## src/rtl/hazard_ctrl_if.sv

```systemverilog
// Signal bundle between the ID/EX decode logic and the hazard controller.
// master: pipeline side (drives decode/EX status, receives stall controls).
// slave:  hazard controller.
interface hazard_ctrl_if #(
  parameter int CNT_W = 32
);
  logic             id_valid;
  logic [4:0]       id_rs;
  logic [4:0]       id_rt;
  logic             id_uses_rs;
  logic             id_uses_rt;
  logic             id_is_mul;
  logic             id_is_jump;
  logic             ex_mem_read;
  logic [4:0]       ex_rd;
  logic             ex_branch_tkn;

  logic             pc_stall;
  logic             ifid_stall;
  logic             ifid_flush;
  logic             idex_stall;
  logic             idex_bubble;
  logic             exmem_bubble;
  logic             mul_busy;
  logic [CNT_W-1:0] stall_cycles;

  modport master (
    output id_valid, id_rs, id_rt, id_uses_rs, id_uses_rt, id_is_mul, id_is_jump,
           ex_mem_read, ex_rd, ex_branch_tkn,
    input  pc_stall, ifid_stall, ifid_flush, idex_stall, idex_bubble, exmem_bubble,
           mul_busy, stall_cycles
  );

  modport slave (
    input  id_valid, id_rs, id_rt, id_uses_rs, id_uses_rt, id_is_mul, id_is_jump,
           ex_mem_read, ex_rd, ex_branch_tkn,
    output pc_stall, ifid_stall, ifid_flush, idex_stall, idex_bubble, exmem_bubble,
           mul_busy, stall_cycles
  );
endinterface

```

## src/rtl/hazard_ctrl.sv

```systemverilog
// Pipeline hazard controller for the 5-stage MIPS core.
// Resolves load-use stalls, taken-beq flushes, jump squash and multi-cycle mul
// occupancy of EX, and counts stalled cycles in a saturating counter.
//
// state    | meaning
// ---------+-----------------------------------------------------------
// RUN      | normal flow; hazards resolved combinationally by priority
// MUL_WAIT | mul held in EX; front end frozen, EX/MEM fed with nops
module hazard_ctrl #(
  parameter int MUL_LAT = 4,
  parameter int CNT_W   = 32
) (
  input  logic         clk,
  input  logic         reset,
  hazard_ctrl_if.slave bus
);

  localparam int MCW = $clog2(MUL_LAT + 1);
  localparam bit MUL_MULTI = (MUL_LAT > 1);

  localparam logic [0:0] RUN      = 1'b0;
  localparam logic [0:0] MUL_WAIT = 1'b1;

  logic [0:0]       state, next_state;
  logic [MCW-1:0]   mul_cnt, next_cnt;
  logic [CNT_W-1:0] stall_cycles;

  logic load_use;
  logic pc_stall_c, ifid_stall_c, ifid_flush_c, idex_stall_c;
  logic idex_bubble_c, exmem_bubble_c, mul_busy_c;

  // Load-use: the lw in EX writes a register the ID instruction reads; $zero never hazards.
  always_comb begin
    load_use = bus.id_valid & bus.ex_mem_read & (bus.ex_rd != 5'd0)
             & ((bus.id_uses_rs & (bus.id_rs == bus.ex_rd))
              | (bus.id_uses_rt & (bus.id_rt == bus.ex_rd)));
  end

  // Prioritised control decode and next-state; everything reads 0 while reset is high.
  always_comb begin
    pc_stall_c     = 1'b0;
    ifid_stall_c   = 1'b0;
    ifid_flush_c   = 1'b0;
    idex_stall_c   = 1'b0;
    idex_bubble_c  = 1'b0;
    exmem_bubble_c = 1'b0;
    mul_busy_c     = 1'b0;
    next_state     = state;
    next_cnt       = mul_cnt;
    if (!reset) begin
      if (state == RUN) begin
        if (bus.ex_branch_tkn) begin
          ifid_flush_c  = 1'b1;
          idex_bubble_c = 1'b1;
        end else if (load_use) begin
          pc_stall_c    = 1'b1;
          ifid_stall_c  = 1'b1;
          idex_bubble_c = 1'b1;
        end else if (bus.id_valid & bus.id_is_jump) begin
          ifid_flush_c  = 1'b1;
        end else if (bus.id_valid & bus.id_is_mul & MUL_MULTI) begin
          next_state = MUL_WAIT;
          next_cnt   = MCW'(MUL_LAT - 1);
        end
      end else begin
        // EX holds the mul, so branch/load status from EX is meaningless here.
        pc_stall_c     = 1'b1;
        ifid_stall_c   = 1'b1;
        idex_stall_c   = 1'b1;
        exmem_bubble_c = 1'b1;
        mul_busy_c     = 1'b1;
        next_cnt       = mul_cnt - MCW'(1);
        if (mul_cnt <= MCW'(1)) begin
          next_state = RUN;
        end
      end
    end
  end

  // FSM state and mul occupancy counter.
  always_ff @(posedge clk or posedge reset) begin
    if (reset) begin
      state   <= RUN;
      mul_cnt <= '0;
    end else begin
      state   <= next_state;
      mul_cnt <= next_cnt;
    end
  end

  // Saturating count of cycles with the PC held.
  always_ff @(posedge clk or posedge reset) begin
    if (reset) begin
      stall_cycles <= '0;
    end else if (pc_stall_c && (stall_cycles != {CNT_W{1'b1}})) begin
      stall_cycles <= stall_cycles + CNT_W'(1);
    end
  end

  // Drive the bundle outputs.
  always_comb begin
    bus.pc_stall     = pc_stall_c;
    bus.ifid_stall   = ifid_stall_c;
    bus.ifid_flush   = ifid_flush_c;
    bus.idex_stall   = idex_stall_c;
    bus.idex_bubble  = idex_bubble_c;
    bus.exmem_bubble = exmem_bubble_c;
    bus.mul_busy     = mul_busy_c;
    bus.stall_cycles = stall_cycles;
  end

endmodule
```

## src/flat_wrapper.sv

```systemverilog
// flat-port wrapper written by rule: the top's interface ports become plain ports
module hazard_ctrl_flat 
#(
  parameter int MUL_LAT = 4,
  parameter int CNT_W   = 32
)
  (clk, reset, bus_id_valid, bus_id_rs, bus_id_rt, bus_id_uses_rs, bus_id_uses_rt, bus_id_is_mul, bus_id_is_jump, bus_ex_mem_read, bus_ex_rd, bus_ex_branch_tkn, bus_pc_stall, bus_ifid_stall, bus_ifid_flush, bus_idex_stall, bus_idex_bubble, bus_exmem_bubble, bus_mul_busy, bus_stall_cycles);
  hazard_ctrl_if #(.CNT_W(CNT_W)) bus_i ();
  input  logic clk;
  input  logic reset;
  input wire logic [$bits(bus_i.id_valid)-1:0] bus_id_valid;
  input wire logic [$bits(bus_i.id_rs)-1:0] bus_id_rs;
  input wire logic [$bits(bus_i.id_rt)-1:0] bus_id_rt;
  input wire logic [$bits(bus_i.id_uses_rs)-1:0] bus_id_uses_rs;
  input wire logic [$bits(bus_i.id_uses_rt)-1:0] bus_id_uses_rt;
  input wire logic [$bits(bus_i.id_is_mul)-1:0] bus_id_is_mul;
  input wire logic [$bits(bus_i.id_is_jump)-1:0] bus_id_is_jump;
  input wire logic [$bits(bus_i.ex_mem_read)-1:0] bus_ex_mem_read;
  input wire logic [$bits(bus_i.ex_rd)-1:0] bus_ex_rd;
  input wire logic [$bits(bus_i.ex_branch_tkn)-1:0] bus_ex_branch_tkn;
  output wire logic [$bits(bus_i.pc_stall)-1:0] bus_pc_stall;
  output wire logic [$bits(bus_i.ifid_stall)-1:0] bus_ifid_stall;
  output wire logic [$bits(bus_i.ifid_flush)-1:0] bus_ifid_flush;
  output wire logic [$bits(bus_i.idex_stall)-1:0] bus_idex_stall;
  output wire logic [$bits(bus_i.idex_bubble)-1:0] bus_idex_bubble;
  output wire logic [$bits(bus_i.exmem_bubble)-1:0] bus_exmem_bubble;
  output wire logic [$bits(bus_i.mul_busy)-1:0] bus_mul_busy;
  output wire logic [$bits(bus_i.stall_cycles)-1:0] bus_stall_cycles;
  assign bus_i.id_valid = bus_id_valid;
  assign bus_i.id_rs = bus_id_rs;
  assign bus_i.id_rt = bus_id_rt;
  assign bus_i.id_uses_rs = bus_id_uses_rs;
  assign bus_i.id_uses_rt = bus_id_uses_rt;
  assign bus_i.id_is_mul = bus_id_is_mul;
  assign bus_i.id_is_jump = bus_id_is_jump;
  assign bus_i.ex_mem_read = bus_ex_mem_read;
  assign bus_i.ex_rd = bus_ex_rd;
  assign bus_i.ex_branch_tkn = bus_ex_branch_tkn;
  assign bus_pc_stall = bus_i.pc_stall;
  assign bus_ifid_stall = bus_i.ifid_stall;
  assign bus_ifid_flush = bus_i.ifid_flush;
  assign bus_idex_stall = bus_i.idex_stall;
  assign bus_idex_bubble = bus_i.idex_bubble;
  assign bus_exmem_bubble = bus_i.exmem_bubble;
  assign bus_mul_busy = bus_i.mul_busy;
  assign bus_stall_cycles = bus_i.stall_cycles;
  hazard_ctrl #(.MUL_LAT(MUL_LAT), .CNT_W(CNT_W)) u_core (.clk(clk), .reset(reset), .bus(bus_i));
endmodule
```

## config.mk

```make
export PLATFORM = sky130hd
export DESIGN_NAME = hazard_ctrl_flat
export DESIGN_NICKNAME = d
export VERILOG_FILES = /design/src/rtl/hazard_ctrl_if.sv /design/src/rtl/hazard_ctrl.sv /design/src/flat_wrapper.sv
export SDC_FILE = /design/constraint.sdc
export NUM_CORES = 1
export LEC_CHECK = 0
export CAP_MARGIN = 5
export CELL_PAD_IN_SITES_DETAIL_PLACEMENT = 1
export CELL_PAD_IN_SITES_GLOBAL_PLACEMENT = 1
export CORE_ASPECT_RATIO = 1.25
export CORE_MARGIN = 4
export CORE_UTILIZATION = 35
export DETAILED_ROUTE_END_ITERATION = 7
export PLACE_DENSITY = 0.79
export SLEW_MARGIN = 25
export SYNTH_ARGS = -nofsm -noshare
export SYNTH_HDL_FRONTEND = slang
export SYNTH_SLANG_ARGS = --single-unit
export TNS_END_PERCENT = 10
```

## constraint.sdc

```tcl
create_clock -name clk -period 3.1 [get_ports clk]
set_input_delay 0.62 -clock clk [delete_from_list [all_inputs] [get_ports clk]]
set_output_delay 0.62 -clock clk [all_outputs]
set_load 0.01 [all_outputs]
```

======== Yosys cells after proc, flatten, opt, wreduce, memory -nomap -nowiden ========
Cells that the tools add are included.
storage, ports and cells
  bits in registers ....................... 36
  input port bits ......................... 24
  output and inout bits ................... 39
  word-level logic and storage cells ...... 50
cells by class
  add/subtract/negate cells ............... 2
  magnitude comparators ................... 1
  equal/unequal tests ..................... 6
  muxes and demuxes ....................... 25
  bitwise logic cells ..................... 9
  reduce and logical (&&, ||, !) cells .... 4
operators with widths
  kind                   count
  $add 32x1->32 const B  1
  $ne 32x32->1 const B   1
  $mux 1                 20
  $mux 3                 5
  $eq 5x5->1             2
  $and 1x1->1            7
  $ne 2x1->1 const B     3
  $reduce_and 5->1       1
  $reduce_bool 5->1      1
  $le 3x1->1 const B     1
  $sub 3x1->3 const B    1
  $reduce_bool 2->1      1
  $logic_and 1x1->1      1
  $not 1->1              1
  $or 1x1->1             1

======== Logic depth before layout (Yosys ltp) ========
Gate-level depths: netlist (run 1).
  depth in word-level cells ............... 9
  gate-level depth with buffers ........... 10
  gate-level depth less buffers ........... 8

======== Worst setup path before layout (run 1) ========
Ideal clock, no wire load.
  path kind ............................... in2out
  start ................................... in reset
  end ..................................... out bus_pc_stall
  arrival ................................. 2.074 ns
  data required time ...................... 2.480 ns
  setup slack ............................. 0.406 ns
  stages on the path ...................... 4
  buffers on the path ..................... 1
  cells stage by stage .................... inv_1 > nand2_1 > o41ai_4 > buf_4
on the way
  longest elaborated chain between the ends .. 1
ends and longest elaborated chain
  what                line                text
  start: declaration  flat_wrapper.sv:10  input logic reset;
  $mux 1              --
  end: declaration    flat_wrapper.sv:21  output wire logic [$bits(bus_i.pc_stall)-1:0] bus_pc_stall;
No other way between the ends.

======== Final worst setup path (run 1) ========
  start ................................... in bus_ex_rd[0]
  end ..................................... out bus_ifid_stall
on the way
  longest elaborated chain between the ends .. 8
  elaborated cells on any way between the ends .. 12
  classes of those cells .................. eq/ne (2); mux (4); bitwise (5); reduce/logical (1)
ends and longest elaborated chain
  what                                   line                                  text
  start: declaration                     flat_wrapper.sv:19                    input wire logic [$bits(bus_i.ex_rd)-1:0] bus_ex_rd;
  $eq 5x5->1, on equally long branches   hazard_ctrl.sv:35, hazard_ctrl.sv:36
  $and 1x1->1, on equally long branches  hazard_ctrl.sv:35, hazard_ctrl.sv:36
  $or 1x1->1                             hazard_ctrl.sv:36                     | (bus.id_uses_rt & (bus.id_rt == bus.ex_rd)));
  $and 1x1->1 *                          hazard_ctrl.sv:35                     & ((bus.id_uses_rs & (bus.id_rs == bus.ex_rd))
  $mux 1 *                               hazard_ctrl.sv:55                     end else if (load_use) begin
  $mux 1 *                               hazard_ctrl.sv:52                     if (bus.ex_branch_tkn) begin
  $mux 1 *                               hazard_ctrl.sv:51                     if (state == RUN) begin
  $mux 1 *                               hazard_ctrl.sv:50                     if (!reset) begin
  end: declaration                       flat_wrapper.sv:22                    output wire logic [$bits(bus_i.ifid_stall)-1:0] bus_ifid_stall;
Every way passes the cells marked *; elsewhere a longest branch is shown, timed or not.

==> results.md, run 1 <==
* CTS root buffer: clkbuf_8
* Min setup slack post-route at between 0.05 and 0.06 ns
* Required @ worst endpoint at 2.48 ns
* Die H at slightly above 90 um
* DRT Wirelength at between 5 and 6 mm
* Vias in the first global route at 1886
* Die width at between 70 and 80 um
* Internal cell power at approximately 900 uW
* Startpoint Class: input pin
* Final Power at about 1300 uW
* Power per standard cell area at around 450 mW/mm^2
* Avg Inst Size Synth at between 10 and 15 um^2
* Core area at between 0.005 and 0.006 mm^2
* Mapped Cells at 192
* Initial DRC count at 28
* F_max at between 300 and 400 MHz
* DR WL/cell at ~16 um
* Status: completed
* ANT nets after route at 0
* Sequential power share at 46.1%
* Power share of the clock group at 27.5%
* Top-level port count at 63
* ANT cells at 0
* VDD IR-drop max at 301 uV
* FILL cells at just over 600
* Layout area overhead at 43.5%
* Mapped Nets at 219
* Register area share after synthesis at between 40% and 50%
* Synth Warn # at 0
* Slew Viols, Final at 0
* Number of clock sinks at 36
* Global-route wire length before repair at approximately 9 mm
* Latest clock arrival within the worst-skew pair at roughly 0.29 ns
* Vias/cell at 5.23
* Final setup fails at 0
* Mapped Area at 0.00197 mm^2
* Max clock buf depth at 2
* Proportion of power drawn by combinational gates at a little over a quarter
* Switching power at approximately 380 uW
* Sw Ratio at 30.1%
* Finished Layout Cells at ~330
* CP Data Arrival Time at about 2.4 ns
* Sum Neg Setup Slack at 0 ns
* Layout Nets at just under 300
* Worst-Margin Slew at roughly 0.48 ns
* Maxcap violations at 0
* Commonest non-fill, non-tap cell in the layout: clkdlybuf4s50_1
* DR vias at 1736
* Crit path time final at roughly 3 ns
* Share of layout cells above drive strength 1 at between 10% and 20%
* Detailed Routing Iterations Pass 1 at 6
* RD Place Congestion at ~0.76
* Total CTS buffers at 5
* Global route overflow at 0
* Register area at approximately 900 um^2
* Pin count of the biggest net entering global routing at 37
* Die footprint at ~0.0069 mm^2
* # rows at 30
* DP HPWL at approximately 4.1 mm
* TritonCTS clock tree: yes
* Clock skew at 0.00338 ns
* Clock slew at reported path FFs at ~0.070 ns
* Endpoints failing hold at 0
* Critical path class: input pin to output pin
* Unrepaired setup endpoints after global routing: true
* Largest fanout on the critical path at 3
* Initial antenna violation count at 0
* Placed cell count at 323
* Period utilization at 98.1%
* Slew margin rel. at between 60% and 70%
* #FFs+latches synth at 36
* Clock H-tree levels at 2
* Most frequent cells in the layout: 56 x clkdlybuf4s50_1, 36 x dfrtp_1, 24 x xor2_1
* Distinct cells, synth at 36
* Pre-CTS WS at -0.400 ns
* Leakage at around 0.0013 uW
* Multi-input gate area at 0.00101 mm^2
* Port bufs at 62
* Final core utilization at between 50% and 60%
* Hold/Removal Path Class: register to register
* Initial core utilization at 36.1%
* Gr usage total at 16.6%
* DRC at 0
* Crit. End Element: output pin
==> sequential cells by signal, indices dropped and copies added, names as in the netlist <==
signal	flops
u_core.state	1
u_core.mul_cnt	3
u_core.bus.stall_cycles	32
==> kinds of logic (layout without fill, tap and decap cells) <==
family / count (synthesis) / after routing / synth area share, %
adders and majority gates: 3 / 3 / 1.91
buffers and inverters: 13 / 89 / 3.63
DFF: 36 / 36 / 45.8
xor gates and xnor gates: 41 / 41 / 18.3
AOI/OAI and AO/OA: 13 / 13 / 5.92
and+or+nand+nor: 86 / 86 / 24.5
==> final timing paths <==
kind / start / to / slack (ns) / cells after the start
max in group asynchronous: reset / u_core.bus.stall_cycles[27] / 1.79 / 3
setup reg to reg: u_core.bus.stall_cycles[0] / u_core.bus.stall_cycles[11] / 0.62 / 9
setup / recovery: bus_ex_rd[0] / bus_ifid_stall / 0.06 / 7
hold reg to reg: u_core.bus.stall_cycles[28] / u_core.bus.stall_cycles[28] / 0.49 / 1
hold / removal: u_core.bus.stall_cycles[28] / u_core.bus.stall_cycles[28] / 0.49 / 1
min in group asynchronous: reset / u_core.state / 0.97 / 3
==> power groups by stage <==
stage          clock [uW]  sequential (uW)  combinational [uW]
2_1_floorplan           0              587                 161
3_3_place_gp            0              586                 331
3_5_place_dp            0              588                 341
4_1_cts               360              580                 342
5_1_grt               378              593                 371
6_report              346              580                 333
==> routing by layer <==
metal  up-vias  share of wire, %  global-route usage [%]
met5         -                 0                       0
met4         0               1.7                    6.08
met3         6               6.3                    4.28
met2        53                52                    29.2
met1       864                40                    18.5
li1        813                 -                       -
==> cell type report <==
type	instances	area share, %
repair buffers	74	25.2
inverters	7	0.931
well taps	64	2.84
flip-flops and latches	36	31.9
multi-input cells	143	35.9
clock buffers	8	3.19
==> what timing repair did <==
action | 4_1_cts | 5_1_grt
setup endpoints to repair | 4 | 4
gates resized for setup | 14 | 4
endpoints found under the hold margin | 0 | 0
buffers inserted | 1 | 0
pin swaps | 4 | 1
hold buffers | 0 | 0
==> critical path, cell delays in order <==
cell and delay, ns:
clkdlybuf4s50_1 0.42, or4_4 0.54, o211ai_1 0.26, buf_4 0.16, buf_4 0.10, o41ai_4 0.06, clkdlybuf4s15_1 0.25
==> synth_stat cells, drive strengths merged <==
library cell	instances	area, um^2
dfrtp	36	901
xor2	24	210
xnor2	17	149
nand2	15	56.3
nor3	14	95.1
nand4	13	81.3
nor2	13	48.8
nand3	11	55.1
inv	7	26.3
and3	6	37.5
buf	5	41.3
o21ai	4	31.3
ha	3	37.5
nor4	3	25.0
or3	3	18.8
a31oi	2	12.5
and2	2	12.5
nor2b	2	12.5
nor4b	2	23.8
a21o	1	7.51
a21oi	1	5.00
a22o	1	8.76
a32oi	1	8.76
clkbuf	1	3.75
nor3b	1	7.51
o211ai	1	7.51
o21a	1	7.51
o41ai	1	27.5
or4	1	7.51
==> stage by stage <==
step	cell area, um^2	hold slack, ns
2_1_floorplan	1970	0.474
3_3_place_gp	2720	0.477
3_5_place_dp	2720	0.482
4_1_cts	2830	0.499
5_1_grt	2820	0.521
6_report	2820	0.489
Power figures use the tool's default switching activity.
==> run 2, diff against run 1 <==
CTS_BUF_LIST = sky130_fd_sc_hd__clkbuf_8 sky130_fd_sc_hd__clkbuf_16   (was default)
==> results.md, run 2 (synthesis gave the netlist of run 1 again) <==
* Status: completed
* Global-route wire length before repair at 8.86 mm (unchanged)
* Crit-path cells: clkdlybuf4s50_1 -> or4_4 -> o211ai_1 -> buf_4 -> buf_4 -> o41ai_4 -> clkdlybuf4s15_1
* Crit-path max cell delay at 0.54 ns (about the same)
* Vias in the first global route at 1886 (unchanged)
* Largest fanout on the critical path at 3 (unchanged)
* Critical Path Most Common Cell: buf_4
* Total CTS buffers at 5 (unchanged)
* Endpoints failing hold at 0 (unchanged)
* CP max-delay cell: or4_4
* Die H at 91.8 um (unchanged)
* RD Place Congestion at 0.761 (unchanged)
* Period utilization at 98.1% (about the same)
* Largest Register: u_core.bus.stall_cycles
* Most frequent cells in the layout: 56 x clkdlybuf4s50_1, 36 x dfrtp_1, 24 x xor2_1
* Worst r2r path cells at 9 (unchanged)
* Layout area overhead at 43.5% (unchanged)
* Hold Path End: u_core.bus.stall_cycles[28]
* Max clock buf depth at 2 (unchanged)
* Pin count of the biggest net entering global routing at 37 (unchanged)
* Min-delay src: u_core.bus.stall_cycles[28]
* Die width at 75.1 um (unchanged)
* ANT cells at 0 (unchanged)
* Required @ worst endpoint at 2.48 ns (about the same)
* Top flop regs: u_core.bus.stall_cycles (32), u_core.mul_cnt (3), u_core.state (1)
* Top-level port count at 63 (unchanged)
* Hold/Removal Path Class: register to register
* Number of hold buffers added after cts at 0 (unchanged)
* Clock slew at reported path FFs at 0.07 ns (about the same)
* Gr usage total at 16.6% (unchanged)
* Critical path class: input pin to output pin
* # rows at 30 (unchanged)
* DR WL/cell at 16.2 um (+0.26%)
* Worst R2R Start: u_core.bus.stall_cycles[0]
* Layout Nets at 294 (unchanged)
* VDD IR-drop max at 300 uV (-0.21%)
* DRC at 0 (unchanged)
* RR Endpoint: u_core.bus.stall_cycles[11]
* Hold Path Stages at 1 (unchanged)
* Initial antenna violation count at 0 (unchanged)
* Crit. End Element: output pin
* Detailed Routing Iterations Pass 1 at 6 (unchanged)
* Global route overflow at 0 (unchanged)
* Leakage at 0.00127 uW (+0.66%)
* DP HPWL at 4.12 mm (unchanged)
* Worst-Margin Slew at 0.479 ns (+0.00284 ns)
* Initial DRC count at 28 (unchanged)
* Slew Viols, Final at 0 (unchanged)
* Commonest non-fill, non-tap cell in the layout: clkdlybuf4s50_1
* Slew margin rel. at 68.1% (-0.19 points)
* Port bufs at 62 (unchanged)
* Initial core utilization at 36.1% (unchanged)
* CP Data Arrival Time at 2.42 ns (about the same)
* ANT nets after route at 0 (unchanged)
* Crit path time final at 3.04 ns (+0.0000233 ns)
* Die footprint at 0.00689 mm^2 (unchanged)
* Hold WS at 0.489 ns (+0.00000100 ns)
* Design area at 0.00282 mm^2 (unchanged)
* TritonCTS clock tree: yes
* Sum Neg Setup Slack at 0 ns (unchanged)
* Placed inst area at 0.00272 mm^2 (unchanged)
* DR vias at 1741 (+0.29%)
* FILL cells at 609 (unchanged)
* Number of clock sinks at 36 (unchanged)
* Clock skew at 0.00306 ns (-0.000313 ns)
* Unrepaired setup endpoints after global routing: true
* Max FFs per register at 32 (unchanged)
* Final setup fails at 0 (unchanged)
* Reg2Reg Setup Slack at 0.62 ns (about the same)
* Startpoint Class: input pin
* Maxcap violations at 0 (unchanged)
* Core area at 0.00544 mm^2 (unchanged)
* Vias/cell at 5.24 (+0.29%)
* Share of layout cells above drive strength 1 at 12.3% (unchanged)
* Clock H-tree levels at 2 (unchanged)
* CTS root buffer: clkbuf_8
* Power per standard cell area at 444 mW/mm^2 (-0.45%)
* DRT Wirelength at 5.36 mm (+0.26%)
* F_max at 329 MHz (about the same)
* Latest clock arrival within the worst-skew pair at 0.29 ns (about the same)
run 2: per-layer routing:
layer / track usage, % / share of wire [%] / up-vias
met5: 0 / 0 / -
met2: 29.2 / 52 / 53
met4: 6.08 / 1.6 / 0
met1: 18.5 / 40 / 867
met3: 4.28 / 6.3 / 6
li1: - / - / 815
run 2: stage by stage:
stage / total power, uW / setup slack, ns / util [%] / std cells
2_1_floorplan: 749 / 0.406 / - / 192
4_1_cts: 1280 / -0.00516 / 52.0 / 332
5_1_grt: 1340 / -0.0542 / 51.9 / 332
3_3_place_gp: 917 / -0.263 / 49.9 / 323
6_report: 1250 / 0.0595 / 51.9 / 332
3_5_place_dp: 930 / -0.400 / 49.9 / 323
run 2: worst max path at each step:
stage	start	cells after the start	end
after detailed placement	bus_ex_rd[2]	9	bus_idex_bubble
after global placement	bus_ex_rd[2]	9	bus_idex_bubble
after global routing	bus_ex_rd[4]	6	bus_ifid_stall
final	bus_ex_rd[0]	7	bus_ifid_stall
after CTS	bus_ex_rd[0]	7	bus_pc_stall
after floorplan	reset	4	bus_pc_stall
run 2: critical path, delay by kind of cell:
family,cells,cell delay [ns]
and+or+nand+nor,1,0.54
AOI/OAI and AO/OA,2,0.32
buffers and inverters,4,0.93
run 2: cell type report:
type                       count  area, um^2  share of cell area (%)
sequential                    36         901                    31.9
multi-input combinational    143        1010                    35.9
tap                           64        80.1                    2.84
clock buffer                   6        82.6                    2.93
clock inverter                 2        7.51                   0.266
timing repair buffer          74         711                    25.2
inverter                       7        26.3                   0.931
run 2: power breakdown:
part / leakage [uW] / internal, uW / switching [uW] / total (uW)
Sequential: 0.000483 / 518 / 62.6 / 580
Combinational: 0.000729 / 182 / 151 / 333
Clock: 0.0000538 / 175 / 166 / 340
Total: 0.00127 / 874 / 380 / 1250
run 2: repair_timing:
| item | in CTS | in global routing |
|---|---|---|
| endpoints found under the hold margin | 0 | 0 |
| gates cloned | 0 | 0 |
| setup endpoints to repair | 4 | 4 |
| pin swaps | 4 | 1 |
| buffers inserted | 1 | 0 |
| resized for setup | 14 | 4 |
